`src/rtl/ddr3_wb_adapter.sv`:
```
// Wishbone classic slave bridging single-beat bursts onto a DDR3 controller's
// ping-pong write FIFO and read FIFO, with start-address/enable handshake.
module ddr3_wb_adapter #(
    parameter int ADDR_WIDTH = 28
) (
    input  logic                  clk,
    input  logic                  rst,
    input  logic                  i_wbs_cyc,
    input  logic                  i_wbs_stb,
    input  logic                  i_wbs_we,
    input  logic [31:0]           i_wbs_adr,
    input  logic [31:0]           i_wbs_dat,
    output logic [31:0]           o_wbs_dat,
    output logic                  o_wbs_ack,
    output logic [ADDR_WIDTH-1:0] write_address,
    output logic [ADDR_WIDTH-1:0] read_address,
    output logic                  write_en,
    output logic                  read_en,
    input  logic [1:0]            if_write_ready,
    output logic [1:0]            if_write_activate,
    input  logic [23:0]           if_write_fifo_size,
    output logic                  if_write_strobe,
    output logic [31:0]           if_write_data,
    input  logic                  if_starved,
    input  logic                  of_read_ready,
    output logic                  of_read_activate,
    input  logic [23:0]           of_read_size,
    output logic                  of_read_strobe,
    input  logic [31:0]           of_read_data
);

    typedef enum logic [2:0] {
        IDLE, WR_WAIT, WR_STREAM, WR_FLUSH, RD_WAIT, RD_STREAM, RD_ACK
    } state_t;

    state_t                  state, state_next;
    logic [23:0]             count, count_next;
    logic                    write_en_next, read_en_next, ack_next;
    logic                    wr_strobe_next, rd_strobe_next, rd_act_next;
    logic [1:0]              wr_act_next;
    logic [ADDR_WIDTH-1:0]   wr_addr_next, rd_addr_next;
    logic [31:0]             wr_data_next, rd_data_next;

    // Upper address bits are intentionally ignored.
    logic unused_adr;
    assign unused_adr = ^i_wbs_adr;

    always_ff @(posedge clk) begin
        if (rst) begin
            state             <= IDLE;
            count             <= '0;
            write_en          <= 1'b0;
            read_en           <= 1'b0;
            write_address     <= '0;
            read_address      <= '0;
            if_write_activate <= 2'b00;
            if_write_strobe   <= 1'b0;
            if_write_data     <= '0;
            of_read_activate  <= 1'b0;
            of_read_strobe    <= 1'b0;
            o_wbs_ack         <= 1'b0;
            o_wbs_dat         <= '0;
        end else begin
            state             <= state_next;
            count             <= count_next;
            write_en          <= write_en_next;
            read_en           <= read_en_next;
            write_address     <= wr_addr_next;
            read_address      <= rd_addr_next;
            if_write_activate <= wr_act_next;
            if_write_strobe   <= wr_strobe_next;
            if_write_data     <= wr_data_next;
            of_read_activate  <= rd_act_next;
            of_read_strobe    <= rd_strobe_next;
            o_wbs_ack         <= ack_next;
            o_wbs_dat         <= rd_data_next;
        end
    end

    always_comb begin
        state_next     = state;
        count_next     = count;
        write_en_next  = write_en;
        read_en_next   = read_en;
        wr_addr_next   = write_address;
        rd_addr_next   = read_address;
        wr_act_next    = if_write_activate;
        wr_strobe_next = 1'b0;
        wr_data_next   = if_write_data;
        rd_act_next    = of_read_activate;
        rd_strobe_next = 1'b0;
        ack_next       = 1'b0;
        rd_data_next   = o_wbs_dat;

        case (state)
            IDLE: begin
                if (i_wbs_cyc && i_wbs_stb) begin
                    if (i_wbs_we) begin
                        wr_addr_next  = i_wbs_adr[ADDR_WIDTH-1:0];
                        write_en_next = 1'b1;
                        state_next    = WR_WAIT;
                    end else begin
                        rd_addr_next  = i_wbs_adr[ADDR_WIDTH-1:0];
                        read_en_next  = 1'b1;
                        state_next    = RD_WAIT;
                    end
                end
            end
            WR_WAIT: begin
                if (!i_wbs_cyc) begin
                    wr_act_next = 2'b00;
                    state_next  = WR_FLUSH;
                end else if (if_write_activate == 2'b00 && if_write_ready != 2'b00) begin
                    wr_act_next = if_write_ready[0] ? 2'b01 : 2'b10;
                    count_next  = '0;
                    state_next  = WR_STREAM;
                end
            end
            WR_STREAM: begin
                // Losing cyc wins over everything: hand the partial half to the controller.
                if (!i_wbs_cyc) begin
                    wr_act_next = 2'b00;
                    state_next  = WR_FLUSH;
                end else if (count >= if_write_fifo_size) begin
                    wr_act_next = 2'b00;
                    state_next  = WR_WAIT;
                end else if (i_wbs_stb && i_wbs_we && !o_wbs_ack) begin
                    wr_data_next   = i_wbs_dat;
                    wr_strobe_next = 1'b1;
                    ack_next       = 1'b1;
                    count_next     = count + 24'd1;
                end
            end
            WR_FLUSH: begin
                if (if_starved && if_write_activate == 2'b00) begin
                    write_en_next = 1'b0;
                    state_next    = IDLE;
                end
            end
            RD_WAIT: begin
                if (!i_wbs_cyc) begin
                    read_en_next = 1'b0;
                    rd_act_next  = 1'b0;
                    state_next   = IDLE;
                end else if (of_read_ready && !of_read_activate) begin
                    rd_act_next = 1'b1;
                    count_next  = '0;
                    state_next  = RD_STREAM;
                end
            end
            RD_STREAM: begin
                if (!i_wbs_cyc) begin
                    read_en_next = 1'b0;
                    rd_act_next  = 1'b0;
                    state_next   = IDLE;
                end else if (count >= of_read_size) begin
                    rd_act_next = 1'b0;
                    state_next  = RD_WAIT;
                end else if (i_wbs_stb && !i_wbs_we) begin
                    rd_data_next   = of_read_data;
                    rd_strobe_next = 1'b1;
                    count_next     = count + 24'd1;
                    state_next     = RD_ACK;
                end
            end
            RD_ACK: begin
                if (!i_wbs_cyc) begin
                    read_en_next = 1'b0;
                    rd_act_next  = 1'b0;
                    state_next   = IDLE;
                end else begin
                    ack_next   = 1'b1;
                    state_next = RD_STREAM;
                end
            end
            default: state_next = IDLE;
        endcase
    end

endmodule

```
`config.mk`:
```
export PLATFORM = sky130hd
export DESIGN_NAME = ddr3_wb_adapter
export DESIGN_NICKNAME = d
export VERILOG_FILES = /design/src/rtl/ddr3_wb_adapter.sv
export SDC_FILE = /design/constraint.sdc
export NUM_CORES = 1
export LEC_CHECK = 0
export CAP_MARGIN = 5
export CORE_MARGIN = 2
export CORE_UTILIZATION = 25
export CTS_CLUSTER_DIAMETER = 60
export CTS_CLUSTER_SIZE = 30
export DETAILED_ROUTE_END_ITERATION = 8
export GPL_TIMING_DRIVEN = 0
export SETUP_SLACK_MARGIN = 0.1
export SLEW_MARGIN = 40
export SYNTH_ARGS = -nofsm -noshare
export SYNTH_HDL_FRONTEND = slang
export SYNTH_SLANG_ARGS = --single-unit
export TNS_END_PERCENT = 5
```
`constraint.sdc`:
```
create_clock -name clk -period 3.6 [get_ports clk]
set_clock_uncertainty 0.1 [all_clocks]
set_input_delay 0.36 -clock clk [delete_from_list [all_inputs] [get_ports clk]]
set_output_delay 0.36 -clock clk [all_outputs]
set_load 0.005 [all_outputs]
```
==> impl_metrics.toml <==
[pwr]
pwr-share-comb_pct = 25.8
seqPwrFrac_pct = 36.6
p_switching_w = 0.001669
netSwitchingFraction_pct = 33.22
peakVddDrop_uv = 328.9
clockPowerShare_pct = 37.6
p_int_w = 0.003356
power.density_nw_per_um2 = 442.8
finalPower_w = 0.005025
leakage_nw = 4.224

[floorplan]
rows = 63
die_w_um = 176.5
ios = 281
core-area_um2 = 29480
die_h_um = 176.5
die_area_um2 = 31160
start_util_pct = 25.24

[critical_path]
crit_path_cell_trace = "inv_1 -> ha_1 -> nor3b_1 -> o21ai_1 -> a2111oi_4 -> o211ai_4 -> a311o_2 -> nor3_4 -> buf_6 -> a32o_2"
crit_path_end = "count[16]"
startpoint = "count[0]"
reg2regPathDepth = 10
cp_max_fo = 10
setup.worst_path.class = "register to register"
r2r_end = "count[16]"
slowest_delay_ns = 0.51
crit_family = "compound AO/OA/AOI/OAI gates"
crit_arrival_ns = 3.50
crit_required_ns = 3.87
r2r-start = "count[0]"
start_kind = "register"
cp_num_cells = 10
critPathCaptureType = "register"
crit_buf_inv = 2
rrSetupSlack_ns = 0.36
crit_slowest_cell = "a311o_2"

[logic_synthesis]
synth_area_um2 = 7442
yosysUniqueCellTypes = 55
synth_seq_cells = 155
avgSynthCellArea_um2 = 8.438
synth_edf_count = 0
yosys_warnings = 0
syn_inst = 882
synth_fp_nets = 1084
synth_flop_cell = "dfxtp_1"
async_flop_share_pct = 0
ys_seq_area_share_pct = 41.69

[routing]
top_layer = "met4"
wl_per_cell_um = 15.95
drtPass1Iterations = 4
initialDrtViolationCount = 273
wl_met1_um = 10340
remaining_drc_errors = 0
dr_wl_met3_um = 2157
route.vias.total = 7336
routed_wl_um = 25200
vias_per_cell = 4.643
ant_nets = 0
wl_met2_um = 11940

[sta]
hold_viol = 0
timing.fmax_mhz = 308.9
period_share_pct = 89.92
drv_slew = 0
fin_hold_ws_ns = 0.3531
setup_viol = 0
tightest_slew_ns = 0.8177
min_period_ns = 3.237
rsz0062_at_grt = "false"
fin_ws_ns = 0.3631
max_slew_margin_pct = 44.08

[clock_tree]
cts_tree = "yes"
cts_setup_buffers = 0
cts_sinks = 155
clk_latency_ns = 0.42
cts_buffer_depth = 2
cts-root-buf = "clkbuf_16"
path_clk_slew_ns = 0.07
htreeDepth = 4
cts_hold_buf = 0
numCtsBuffers = 17

[grt]
grt_overflow = 0
grt_max_degree = 19
grtUsageTotal_pct = 16.16
grt_pass1_vias = 7341
grt_pass1_wl_um = 39450
antenna_found_initial = 2

[placed_design]
io_buffers = 275
dp.final_hpwl_um = 19380
placedCellCount = 1547
gp_congestion = 0.8661
post-place-ws_ns = -0.2608

[cells_and_area]
final_net_count = 1378
drive_above_1_share_pct = 6.056
area_growth_pct = 52.47
final_cells = 1580

[run_status]
status = "finished clean"

[job]
cap_violations = 0

[worst_hold_path]
hold_path_class = "register to register"
## state kept, by name, summed over array words and instances, names as in the netlist
register           flops
state                  3
if_write_strobe        1
if_write_activate      2
o_wbs_dat             32
read_address          28
count                 24
of_read_strobe         1
read_en                1
of_read_activate       1
if_write_data         32
write_en               1
write_address         28
o_wbs_ack              1
## worst min-delay path by stage
stage                          start          endpoint  slack [ns]  depth (start not counted)
floorplan            read_address[0]   read_address[0]        0.35                          2
global placement    read_address[22]  read_address[22]        0.34                          2
detailed placement  read_address[14]  read_address[14]        0.35                          2
CTS                              rst         count[23]        0.35                          3
global route        read_address[14]  read_address[14]        0.37                          2
finish              read_address[19]  read_address[19]        0.35                          2
## stage by stage
stage | setup TNS (ns) | instance area, um^2 | util, %
floorplan | 0 | 7442 | -
global placement | -14.11 | 10680 | 36.24
detailed placement | -11.03 | 10680 | 36.24
CTS | 0 | 11300 | 38.35
global route | 0 | 11340 | 38.48
finish | 0 | 11350 | 38.49
## tightest hold or removal path, cell delays in order (launching register included)
cell,delay [ns]
dfxtp_1,0.31
nand2_1,0.05
a21oi_1,0.05
## cell usage after synthesis, drive strengths merged (5+ instances only)
library cell | number | area [um^2]
mux2i | 66 | 660.6
nor3 | 23 | 131.4
a21oi | 81 | 405.4
inv | 54 | 202.7
a32o | 19 | 202.7
nor2b | 6 | 37.54
nand2 | 152 | 570.6
o211ai | 11 | 96.34
nand4 | 13 | 81.33
nor3b | 7 | 52.55
buf | 13 | 70.06
o21ai | 15 | 75.07
nor4 | 7 | 43.79
clkbuf | 38 | 142.6
ha | 49 | 613.1
nor2 | 90 | 337.8
dfxtp | 155 | 3103
and2 | 5 | 31.28
nand3 | 20 | 100.1
## cells in the final DEF, fill, tap and decap left out, types with 5 or more instances in the layout
cell             count
buf_2               10
inv_1               54
nor3_1              21
nor2b_1              6
inv_8                6
dfxtp_1            154
o211ai_1            10
mux2i_1             66
nand2_1            152
clkbuf_16           17
a32o_2              10
o21ai_0             13
nand3_1             20
clkdlybuf4s50_1    275
nor2_1              90
a32o_1               9
nor3b_1              7
ha_1                49
clkbuf_1            37
nand4_1             13
and2_1               5
nor4_1               7
a21oi_1             80
## timing repair
action / 4_1_cts / 5_1_grt
endpoints found under the hold margin: 0 / 0
endpoints found under the setup margin: 0 / 79
resized for setup: 0 / 9
## cells by family (layout without fill, tap and decap cells)
kind of cell	count (synthesis)	after routing	share of synthesized area, %
and+or+nand+nor	338	338	20.06
other	0	1	0
DFF	155	155	41.69
adders and majority gates	49	49	8.238
buffers and inverters	106	413	5.632
AOI/OAI and AO/OA	168	168	15.50
muxes	66	66	8.877
## per-layer routing
layer,global-route usage [%],up-vias
met3,5.685,41
li1,-,3664
met5,0,-
met2,27.07,275
met4,6.543,0
met1,18.77,3356
## layout make-up
cell class | count | area, um^2
timing repair buffer | 275 | 2753
tap | 390 | 488.0
sequential | 155 | 3104
clock buffer | 17 | 425.4
multi-input combinational | 621 | 3956
inverter | 55 | 206.4
clock inverter | 15 | 195.2
fill | 3031 | 18130
buffer | 51 | 216.5
antenna | 1 | 2.502
## power groups by stage
stage / registers [W] / clock network [W] / logic (W)
floorplan: 0.00188 / 0 / 0.000705
global placement: 0.00188 / 0 / 0.00125
detailed placement: 0.00188 / 0 / 0.00126
CTS: 0.00184 / 0.00194 / 0.00126
global route: 0.00185 / 0.00201 / 0.00142
finish: 0.00184 / 0.00189 / 0.00130
Note: power is estimated with default switching activity, not from simulation.
